[config.mk]
export PLATFORM = sky130hd
export DESIGN_NAME = io_responder_flat
export DESIGN_NICKNAME = d
export VERILOG_FILES = /design/src/rtl/io_pkg.sv /design/src/rtl/io_responder_if.sv /design/src/rtl/hex_decoder.sv /design/src/rtl/io_responder.sv /design/src/flat_wrapper.sv
export SDC_FILE = /design/constraint.sdc
export NUM_CORES = 1
export LEC_CHECK = 0
export CORE_UTILIZATION = 50
export CTS_BUF_LIST = sky130_fd_sc_hd__clkbuf_8
export CTS_CLUSTER_SIZE = 28
export DETAILED_ROUTE_END_ITERATION = 8
export GPL_ROUTABILITY_DRIVEN = 0
export GPL_TIMING_DRIVEN = 0
export PLACE_DENSITY_LB_ADDON = 0.25
export SKIP_LAST_GASP = 1
export SLEW_MARGIN = 20
export SYNTH_ARGS = -nofsm -noshare
export SYNTH_HDL_FRONTEND = slang
export SYNTH_SLANG_ARGS = --single-unit
[constraint.sdc]
create_clock -name i_clk -period 6.9 [get_ports i_clk]
set_input_delay 1.38 -clock i_clk [delete_from_list [all_inputs] [get_ports i_clk]]
set_output_delay 1.38 -clock i_clk [all_outputs]
set_load 0.01 [all_outputs]
[src/rtl/io_pkg.sv]
// Shared constants and types for the memory-mapped I/O responder: register offsets,
// access sizes, FSM states and the active-low seven-segment lookup.
package io_pkg;

  localparam logic [11:0] OFF_LEDR  = 12'h000;
  localparam logic [11:0] OFF_LEDG  = 12'h010;
  localparam logic [11:0] OFF_HEXLO = 12'h020;
  localparam logic [11:0] OFF_HEXHI = 12'h024;
  localparam logic [11:0] OFF_SW    = 12'h800;

  typedef enum logic [1:0] {
    SZ_BYTE = 2'b00,
    SZ_HALF = 2'b01,
    SZ_WORD = 2'b10
  } size_e;

  typedef enum logic {
    IDLE = 1'b0,
    RESP = 1'b1
  } state_e;

  // Segment order is {g,f,e,d,c,b,a}; a lit segment is driven 0. Index 15 is first.
  localparam logic [15:0][6:0] SEG_LUT = {
    7'h0E, 7'h06, 7'h21, 7'h46, 7'h03, 7'h08, 7'h10, 7'h00,
    7'h78, 7'h02, 7'h12, 7'h19, 7'h30, 7'h24, 7'h79, 7'h40
  };

endpackage

[src/rtl/io_responder_if.sv]
// LSU data-bus request/response channel between the core (master) and the I/O responder (slave).
// Both the request and the response use a valid/ready handshake.
interface io_responder_if;
  logic        i_req_valid;
  logic        o_req_ready;
  logic [31:0] i_addr;
  logic        i_wren;
  logic [31:0] i_wdata;
  logic [1:0]  i_size;
  logic        i_unsigned;
  logic        o_rsp_valid;
  logic        i_rsp_ready;
  logic [31:0] o_rsp_rdata;
  logic        o_rsp_err;

  modport master (
    output i_req_valid, i_addr, i_wren, i_wdata, i_size, i_unsigned, i_rsp_ready,
    input  o_req_ready, o_rsp_valid, o_rsp_rdata, o_rsp_err
  );

  modport slave (
    input  i_req_valid, i_addr, i_wren, i_wdata, i_size, i_unsigned, i_rsp_ready,
    output o_req_ready, o_rsp_valid, o_rsp_rdata, o_rsp_err
  );
endinterface

[src/rtl/hex_decoder.sv]
// Combinational nibble to active-low seven-segment decoder (hex digits 0-F).
module hex_decoder
  import io_pkg::*;
(
  input  logic [3:0] nib,
  output logic [6:0] seg
);

  assign seg = SEG_LUT[nib];

endmodule

[src/rtl/io_responder.sv]
// 4 KiB I/O window target: LED/HEX registers, synchronized switches, one-cycle registered response
// that holds until consumed. IO_HEX_DECODE_EN stores HEX nibbles and drives decoded segments.
module io_responder
  import io_pkg::*;
#(
  parameter logic [31:0] IO_BASE = 32'h1000_0000,
  parameter int          LEDR_W  = 17,
  parameter int          LEDG_W  = 8,
  parameter int          SW_W    = 17
) (
  input  logic              i_clk,
  input  logic              i_reset,
  io_responder_if.slave     bus,
  input  logic [SW_W-1:0]   i_io_sw,
  output logic [LEDR_W-1:0] o_io_ledr,
  output logic [LEDG_W-1:0] o_io_ledg,
  output logic [6:0]        o_io_hex0,
  output logic [6:0]        o_io_hex1,
  output logic [6:0]        o_io_hex2,
  output logic [6:0]        o_io_hex3,
  output logic [6:0]        o_io_hex4,
  output logic [6:0]        o_io_hex5,
  output logic [6:0]        o_io_hex6,
  output logic [6:0]        o_io_hex7
);

`ifdef IO_HEX_DECODE_EN
  localparam logic [6:0] HEX_MASK = 7'h0F;
`else
  localparam logic [6:0] HEX_MASK = 7'h7F;
`endif

  state_e            state_q, state_d;
  logic [SW_W-1:0]   sw_meta, sw_sync;
  logic [LEDR_W-1:0] ledr_q;
  logic [LEDG_W-1:0] ledg_q;
  logic [6:0]        hex_q [8];
  logic [6:0]        hex_pins [8];
  logic [31:0]       rsp_rdata_q;
  logic              rsp_err_q;

  logic        accept;
  logic [11:0] word_off;
  logic        mapped;
  logic        err;
  logic [3:0]  be;
  logic [31:0] wr_mask, wr_shift, rd_word, rd_shift, merged, load_data;

  assign bus.o_req_ready = (state_q == IDLE) || bus.i_rsp_ready;
  assign accept          = bus.i_req_valid && bus.o_req_ready;
  assign word_off        = {bus.i_addr[11:2], 2'b00};

  always_comb begin
    mapped = 1'b0;
    case (word_off)
      OFF_LEDR, OFF_LEDG, OFF_HEXLO, OFF_HEXHI, OFF_SW: mapped = 1'b1;
      default: mapped = 1'b0;
    endcase
  end

  assign err = (bus.i_addr[31:12] != IO_BASE[31:12]) || !mapped ||
               (bus.i_size == 2'b11) ||
               ((bus.i_size == SZ_HALF) && bus.i_addr[0]) ||
               ((bus.i_size == SZ_WORD) && (bus.i_addr[1:0] != 2'b00));

  always_comb begin
    be = 4'b1111;
    case (bus.i_size)
      SZ_BYTE: be = 4'b0001 << bus.i_addr[1:0];
      SZ_HALF: be = bus.i_addr[1] ? 4'b1100 : 4'b0011;
      default: be = 4'b1111;
    endcase
  end

  assign wr_mask  = {{8{be[3]}}, {8{be[2]}}, {8{be[1]}}, {8{be[0]}}};
  assign wr_shift = bus.i_wdata << {bus.i_addr[1:0], 3'b000};

  always_comb begin
    rd_word = 32'h0;
    case (word_off)
      OFF_LEDR:  rd_word = 32'(ledr_q);
      OFF_LEDG:  rd_word = 32'(ledg_q);
      OFF_HEXLO: rd_word = {1'b0, hex_q[3], 1'b0, hex_q[2], 1'b0, hex_q[1], 1'b0, hex_q[0]};
      OFF_HEXHI: rd_word = {1'b0, hex_q[7], 1'b0, hex_q[6], 1'b0, hex_q[5], 1'b0, hex_q[4]};
      OFF_SW:    rd_word = 32'(sw_sync);
      default:   rd_word = 32'h0;
    endcase
  end

  // Read-modify-write keeps the unaddressed bytes of the register intact.
  assign merged   = (rd_word & ~wr_mask) | (wr_shift & wr_mask);
  assign rd_shift = rd_word >> {bus.i_addr[1:0], 3'b000};

  always_comb begin
    load_data = rd_shift;
    case (bus.i_size)
      SZ_BYTE: load_data = bus.i_unsigned ? {24'h0, rd_shift[7:0]}
                                          : {{24{rd_shift[7]}}, rd_shift[7:0]};
      SZ_HALF: load_data = bus.i_unsigned ? {16'h0, rd_shift[15:0]}
                                          : {{16{rd_shift[15]}}, rd_shift[15:0]};
      default: load_data = rd_shift;
    endcase
  end

  always_ff @(posedge i_clk or posedge i_reset) begin
    if (i_reset) begin
      sw_meta <= '0;
      sw_sync <= '0;
    end else begin
      sw_meta <= i_io_sw;
      sw_sync <= sw_meta;
    end
  end

  always_ff @(posedge i_clk or posedge i_reset) begin
    if (i_reset) begin
      ledr_q <= '0;
      ledg_q <= '0;
      for (int k = 0; k < 8; k++) hex_q[k] <= 7'h00;
    end else if (accept && bus.i_wren && !err) begin
      case (word_off)
        OFF_LEDR:  ledr_q <= merged[LEDR_W-1:0];
        OFF_LEDG:  ledg_q <= merged[LEDG_W-1:0];
        OFF_HEXLO: for (int k = 0; k < 4; k++) hex_q[k]   <= merged[8*k +: 7] & HEX_MASK;
        OFF_HEXHI: for (int k = 0; k < 4; k++) hex_q[k+4] <= merged[8*k +: 7] & HEX_MASK;
        default: ;
      endcase
    end
  end

  always_ff @(posedge i_clk or posedge i_reset) begin
    if (i_reset) begin
      state_q     <= IDLE;
      rsp_rdata_q <= 32'h0;
      rsp_err_q   <= 1'b0;
    end else begin
      state_q <= state_d;
      if (accept) begin
        rsp_rdata_q <= (err || bus.i_wren) ? 32'h0 : load_data;
        rsp_err_q   <= err;
      end
    end
  end

  always_comb begin
    state_d = state_q;
    case (state_q)
      IDLE:    if (accept) state_d = RESP;
      RESP:    if (bus.i_rsp_ready && !accept) state_d = IDLE;
      default: state_d = IDLE;
    endcase
  end

  assign bus.o_rsp_valid = (state_q == RESP);
  assign bus.o_rsp_rdata = rsp_rdata_q;
  assign bus.o_rsp_err   = rsp_err_q;
  assign o_io_ledr       = ledr_q;
  assign o_io_ledg       = ledg_q;

  for (genvar g = 0; g < 8; g++) begin : g_hex
`ifdef IO_HEX_DECODE_EN
    hex_decoder u_dec (.nib(hex_q[g][3:0]), .seg(hex_pins[g]));
`else
    assign hex_pins[g] = hex_q[g];
`endif
  end

  assign o_io_hex0 = hex_pins[0];
  assign o_io_hex1 = hex_pins[1];
  assign o_io_hex2 = hex_pins[2];
  assign o_io_hex3 = hex_pins[3];
  assign o_io_hex4 = hex_pins[4];
  assign o_io_hex5 = hex_pins[5];
  assign o_io_hex6 = hex_pins[6];
  assign o_io_hex7 = hex_pins[7];

endmodule

[src/flat_wrapper.sv]
// flat-port wrapper written by rule: the top's interface ports become plain ports
module io_responder_flat import io_pkg::*;
#(
  parameter logic [31:0] IO_BASE = 32'h1000_0000,
  parameter int          LEDR_W  = 17,
  parameter int          LEDG_W  = 8,
  parameter int          SW_W    = 17
)
  (i_clk, i_reset, i_io_sw, o_io_ledr, o_io_ledg, o_io_hex0, o_io_hex1, o_io_hex2, o_io_hex3, o_io_hex4, o_io_hex5, o_io_hex6, o_io_hex7, bus_i_req_valid, bus_i_addr, bus_i_wren, bus_i_wdata, bus_i_size, bus_i_unsigned, bus_i_rsp_ready, bus_o_req_ready, bus_o_rsp_valid, bus_o_rsp_rdata, bus_o_rsp_err);
  io_responder_if bus_i ();
  input  logic i_clk;
  input  logic i_reset;
  input  logic [SW_W-1:0] i_io_sw;
  output logic [LEDR_W-1:0] o_io_ledr;
  output logic [LEDG_W-1:0] o_io_ledg;
  output logic [6:0] o_io_hex0;
  output logic [6:0] o_io_hex1;
  output logic [6:0] o_io_hex2;
  output logic [6:0] o_io_hex3;
  output logic [6:0] o_io_hex4;
  output logic [6:0] o_io_hex5;
  output logic [6:0] o_io_hex6;
  output logic [6:0] o_io_hex7;
  input wire logic [$bits(bus_i.i_req_valid)-1:0] bus_i_req_valid;
  input wire logic [$bits(bus_i.i_addr)-1:0] bus_i_addr;
  input wire logic [$bits(bus_i.i_wren)-1:0] bus_i_wren;
  input wire logic [$bits(bus_i.i_wdata)-1:0] bus_i_wdata;
  input wire logic [$bits(bus_i.i_size)-1:0] bus_i_size;
  input wire logic [$bits(bus_i.i_unsigned)-1:0] bus_i_unsigned;
  input wire logic [$bits(bus_i.i_rsp_ready)-1:0] bus_i_rsp_ready;
  output wire logic [$bits(bus_i.o_req_ready)-1:0] bus_o_req_ready;
  output wire logic [$bits(bus_i.o_rsp_valid)-1:0] bus_o_rsp_valid;
  output wire logic [$bits(bus_i.o_rsp_rdata)-1:0] bus_o_rsp_rdata;
  output wire logic [$bits(bus_i.o_rsp_err)-1:0] bus_o_rsp_err;
  assign bus_i.i_req_valid = bus_i_req_valid;
  assign bus_i.i_addr = bus_i_addr;
  assign bus_i.i_wren = bus_i_wren;
  assign bus_i.i_wdata = bus_i_wdata;
  assign bus_i.i_size = bus_i_size;
  assign bus_i.i_unsigned = bus_i_unsigned;
  assign bus_i.i_rsp_ready = bus_i_rsp_ready;
  assign bus_o_req_ready = bus_i.o_req_ready;
  assign bus_o_rsp_valid = bus_i.o_rsp_valid;
  assign bus_o_rsp_rdata = bus_i.o_rsp_rdata;
  assign bus_o_rsp_err = bus_i.o_rsp_err;
  io_responder #(.IO_BASE(IO_BASE), .LEDR_W(LEDR_W), .LEDG_W(LEDG_W), .SW_W(SW_W)) u_core (.i_clk(i_clk), .i_reset(i_reset), .bus(bus_i), .i_io_sw(i_io_sw), .o_io_ledr(o_io_ledr), .o_io_ledg(o_io_ledg), .o_io_hex0(o_io_hex0), .o_io_hex1(o_io_hex1), .o_io_hex2(o_io_hex2), .o_io_hex3(o_io_hex3), .o_io_hex4(o_io_hex4), .o_io_hex5(o_io_hex5), .o_io_hex6(o_io_hex6), .o_io_hex7(o_io_hex7));
endmodule
# Word-level counts from Yosys, hierarchy flattened
# Cells that the tools add are included.
[op_classes]
muxes = 11
n_eq_ne = 8
shift = 3
n_bitwise = 5
reduce_logical = 23
[ops]
columns = ["operator", "count"]
rows = [
  ["case mux 31 bit (5 select lines)", 1],
  ["2-to-1 mux 32 bit", 3],
  ["case mux 32 bit (2 select lines)", 1],
  ["bitwise AND 31 bit", 2],
  ["left shift 32 x 5 -> 31 bit", 1],
  ["right shift 31 x 5 -> 32 bit", 1],
  ["NOT 31 bit", 1],
  ["bitwise OR 31 bit", 1],
  ["== test 10 x 4 -> 1 bit (second input constant)", 2],
  ["!= test 20 x 17 -> 1 bit (second input constant)", 1],
  ["logical NOT 12 bit", 1],
  ["== test 10 bit (second input constant)", 1],
  ["== test 10 x 3 -> 1 bit (second input constant)", 1],
  ["case mux 4 bit (2 select lines)", 1],
  ["AND reduction 2 bit", 4],
  ["logical AND 1 bit", 6],
  ["logical OR 1 bit", 6],
  ["OR reduction 5 bit", 1],
  ["== test 2 bit (second input constant)", 2],
  ["2-to-1 mux 4 bit", 1],
  ["left shift 1 x 2 -> 4 bit (first input constant)", 1],
  ["logical NOT 1 bit", 3],
  ["2-to-1 mux 1 bit", 3],
  ["== test 2 x 1 -> 1 bit (second input constant)", 1],
  ["other kinds (4)", 4],
]
[word_totals]
in_bits = 89
regBits = 149
output_inout_bits = 116
wordCells = 65

# Logic depth before layout (Yosys ltp)
[depth]
depth_word = 11
depth_mapped = 9
ltp_nobuf = 5

# Least setup slack after synthesis
# Ideal clock, no wire load.
[synth_timing]
path_kind = "input port to flip-flop"
start = "in bus_i_addr[1]"
end = "reg u_core.hex_q, in the netlist u_core.o_io_hex5[5]"
t_arrival_ns = 3.207
cell_stages = 9
n_path_buf = 4
required_ns = 6.773
setup_ns = 0.127
path_slack_ns = 3.565
path_cell_list = "buf_2 or2_1 buf_2 nor2_1 o211ai_1 or4_1 buf_6 buf_6 mux2_1"
[synth_via]
elab_chain_len = 6
word_cells_on_any_way = 14
cone_classes = "2 x shift; 2 x mux; 4 x bitwise; 6 x reduce/logical"
[synth_lines]
columns = ["item", "line", "text"]
rows = [
  ["start, declared", "flat_wrapper.sv:25", "input wire logic [$bits(bus_i.i_addr)-1:0] bus_i_addr;"],
  ["parallel branches: the longest is 6 deep, another holds left shift 32 x 5 -> 31 bit", "--", ""],
  ["end, declared", "io_responder.sv:37", "logic [6:0] hex_q [8];"],
]
# Several ways; the timed one is not identified.
# A chain may end at the register's enable or synchronous reset.

# Worst setup path after layout
[layout_timing]
start = "in bus_i_rsp_ready"
end = "out bus_o_req_ready"
[layout_via]
elab_chain_len = 1
[layout_lines]
columns = ["item", "line", "text"]
rows = [
  ["start, declared", "flat_wrapper.sv:30", "input wire logic [$bits(bus_i.i_rsp_ready)-1:0] bus_i_rsp_ready;"],
  ["logical OR 1 bit", "io_responder.sv:49", "assign bus.o_req_ready = (state_q == IDLE) || bus.i_rsp_ready;"],
  ["end, declared", "flat_wrapper.sv:31", "output wire logic [$bits(bus_i.o_req_ready)-1:0] bus_o_req_ready;"],
]
# No other way between the ends.

==> out/metrics.cfg <==
[finish]
filler_cell_count_in_the_final_layout=1063
stdcell_area_sq_um=10300
layout-area-overhead-vs-synth_pct=35.2
final-instance-count-excl-fill=1084
antenna-diode-count=0
nets_final=976
drive_gt1_share_pct=10.1

[sta]
timing.final.crit_period_ns=3.93
final.hold.worst_slack_ns=0.350
rsz0062_at_grt=false
setup-violations-final=0
worst_slew_margin_rel_pct=44.8
fmax_mhz=255
fin_worst_skew_ns=0.0134
final_min_period_over_clock_period_pct=56.9
drv_slew=0
tightest_slew_ns=0.828
final_critical_path_setup_slack_ns=2.97
finalHoldViolCount=0

[critical_path]
timing.rr.start=u_core.o_io_ledg[7]$_DFFE_PP0P_
critical_path.startpoint_type=input port
criticalPathCategory=in -> out
rr_endpoint=u_core.bus.o_rsp_rdata[20]$_DFFE_PP0P_
worstRegToRegCells=6
required_ns=5.52
r2r_slack_ns=4.35
timing.critical_path.mode_cell=clkdlybuf4s50_1
crit_fanout=4
critical_path_arrival_ns=2.55
cell_chain_of_the_critical_path=clkdlybuf4s50_1 > nand2b_1 > clkdlybuf4s50_1
critPathSlowestCell=clkdlybuf4s50_1
worst_path_largest_cell_delay_ns=0.56
cp-end-kind=output pin

[drt]
post_drt_wl_per_cell_microns=22.7
drt_drc_violations_left=18
detail_route.vias_per_cell=6.25
first_pass_iters=9
route.antenna.remaining_nets=0
route.vias.total=6773
detailedRoute.firstIterationViolations=626
totalWireLength_microns=24600

[floorplanning]
core_area_sq_um=14600
fp.dieH_microns=125
core.rowCount=44
fp.dieArea_sq_um=15700
num_io_pins=205
start_util_pct=51.8
floorplan.die.width_microns=125

[power]
sw_frac_of_total_pct=26.2
tot_pwr_w=0.00181
vdd.ir_drop.worst_mv=0.152
clock_power_share_pct=40.4
power_frac_seq_pct=48.7
internal_power_w=0.00133
comb_power_share_pct=10.9
power.static_leakage_nw=4.49
power_per_cell_area_nw_per_um2=176
power_dissipated_by_switching_net_loads_w=0.000474

[hold_path]
hold_path_depth=0
worstHoldEndpoint=u_core.sw_sync[11]$_DFF_PP0_
hold_path.startpoint=u_core.sw_meta[11]$_DFF_PP0_
min_path_type=reg -> reg

[cts]
clk_pin_slew_worst_paths_ns=0.09
post-cts-setup-buffers=0
ctsHtreeMaxLevel=4
clockRootBuffer=clkbuf_8
cts_buffers=17
tritoncts_num_sinks=148
number_of_buffers_between_clock_root_and_the_deepest_sink=2
cts_tree=done
cts_hold_buffers=0
cts_resized=0
clk-insertion-delay-late_ns=0.47

[synth]
synth.avg_cell_area_sq_um=11.3
yosys_warnings=0
post_synth_inst_count=669
synthTopCellsByArea=dfrtp_1 49%, mux2_1 8.9%, mux2i_1 7.7%
ys.flop_type=dfrtp_1
synth_cell_types=63
synth_top_area_share_pct=48.8
ys_seq_area_share_pct=48.8
synth_enable_flop_cells=0
synth_seq_cells=148
post_synth_instance_area_sq_um=7590
proportion_of_synthesized_flip_flops_having_asynchronous_set_or_reset_pct=100
synth_top_area_cell=dfrtp_1
mappedNetlistNets=758

[global_routing]
grt_util_all_layers_pct=32.0
via_count_of_the_first_global_routing_pass=6816
grt_first_pass_wirelength_microns=38100
grt_max_degree=81
number_of_antenna_violations_at_the_first_check_in_global_routing=0
grt.overflow.total=0

[job]
cap_violations=0

[placement]
dp_slack_ns=2.62
number_of_placed_cells_counting_well_taps=1052
place_area_sq_um=9830
dp_hpwl_microns=18300
io_buffers=198

[status]
failed_checks=DRC
run_status=finished, violations left

==> logic make-up (layout without fill, tap and decap cells) <==
family | after synthesis | after routing | share of synthesized area, %
AOI/OAI and AO/OA | 156 | 156 | 14.6
buffers and inverters | 52 | 283 | 3.46
DFF | 148 | 148 | 48.8
muxes | 149 | 149 | 21.6
and+or+nand+nor | 164 | 164 | 11.5
==> stage by stage <==
step	setup TNS, ns	util (%)
2_1_floorplan	0	-
3_3_place_gp	-12.53	66.9
3_5_place_dp	0	67.2
4_1_cts	0	70.1
5_1_grt	0	70.1
6_report	0	70.1
==> layout by cell type (no fill, tap or decap), drive strengths merged, types with 9 or more instances in the layout <==
| cell type | count |
|---|---|
| clkdlybuf4s50 | 198 |
| a21oi | 17 |
| dfrtp | 148 |
| o21ai | 34 |
| a22o | 9 |
| buf | 25 |
| mux2 | 90 |
| nor3 | 12 |
| nand2 | 59 |
| clkbuf | 39 |
| o31ai | 21 |
| mux2i | 58 |
| inv | 13 |
| nand3 | 17 |
| nor2 | 22 |
| o22ai | 12 |
==> power by group through the flow <==
stage / logic, W / registers [W] / clock network [W]
floorplan: 0.0000982 / 0.000897 / 0
global placement: 0.000185 / 0.000897 / 0
detailed placement: 0.000192 / 0.000897 / 0
CTS: 0.000194 / 0.000880 / 0.000735
global route: 0.000211 / 0.000881 / 0.000773
finish: 0.000197 / 0.000880 / 0.000731
==> critical path, delay by kind of cell <==
kind	cells	cell delay [ns]
buffers and inverters	2	1.01
AND/OR/NAND/NOR	1	0.16
==> Yosys cell counts (10+ instances only) <==
| cell | instances |
|---|---|
| a21oi_1 | 17 |
| clkbuf_1 | 21 |
| dfrtp_1 | 148 |
| mux2_1 | 60 |
| mux2_2 | 24 |
| mux2i_1 | 58 |
| nand2_1 | 59 |
| nand3_1 | 16 |
| nor2_1 | 21 |
| nor3_1 | 10 |
| o21ai_0 | 28 |
| o22ai_1 | 12 |
| o31ai_1 | 21 |
==> how the worst max path moves through the flow <==
stage	start	to	slack (ns)	cells past startpoint
after floorplan	i_reset	u_core.bus.o_rsp_err$_DFFE_PP0P_	1.54	1
after global placement	i_reset	u_core.o_io_hex7[3]$_DFFE_PP0P_	-0.09	2
after detailed placement	bus_i_addr[7]	u_core.o_io_ledr[5]$_DFFE_PP0P_	2.62	7
after CTS	bus_i_rsp_ready	bus_o_req_ready	2.97	3
after global routing	bus_i_addr[3]	u_core.bus.o_rsp_rdata[20]$_DFFE_PP0P_	2.93	7
final	bus_i_rsp_ready	bus_o_req_ready	2.97	3
==> sequential cells by signal, indices dropped and copies added (netlist names) <==
signal,cells
u_core.bus.o_rsp_rdata,31
u_core.o_io_ledr,17
u_core.sw_meta,17
u_core.sw_sync,17
u_core.o_io_ledg,8
u_core.o_io_hex0,7
u_core.o_io_hex1,7
u_core.o_io_hex2,7
u_core.o_io_hex3,7
u_core.o_io_hex4,7
u_core.o_io_hex5,7
u_core.o_io_hex6,7
u_core.o_io_hex7,7
u_core.bus.o_rsp_err,1
u_core.bus.o_rsp_valid,1
==> layout make-up <==
cell class	instances	area, sq um	share of cell area [%]
clock inverter	14	179	1.74
clock buffer	18	248	2.41
multi-input combinational	469	3620	35.3
timing repair buffer	199	2010	19.6
tap	184	230	2.24
sequential	148	3700	36.1
buffer	45	236	2.30
inverter	7	33.8	0.329
==> per-layer routing <==
layer | track usage [%] | share of wire [%] | up-vias
met3 | 8.47 | 8.6 | 101
met2 | 51.4 | 48 | 426
met1 | 39.6 | 39 | 3297
li1 | - | - | 2949
met5 | 0 | 0 | -
met4 | 17.1 | 4.9 | 0
(Power assumes the default switching activity.)
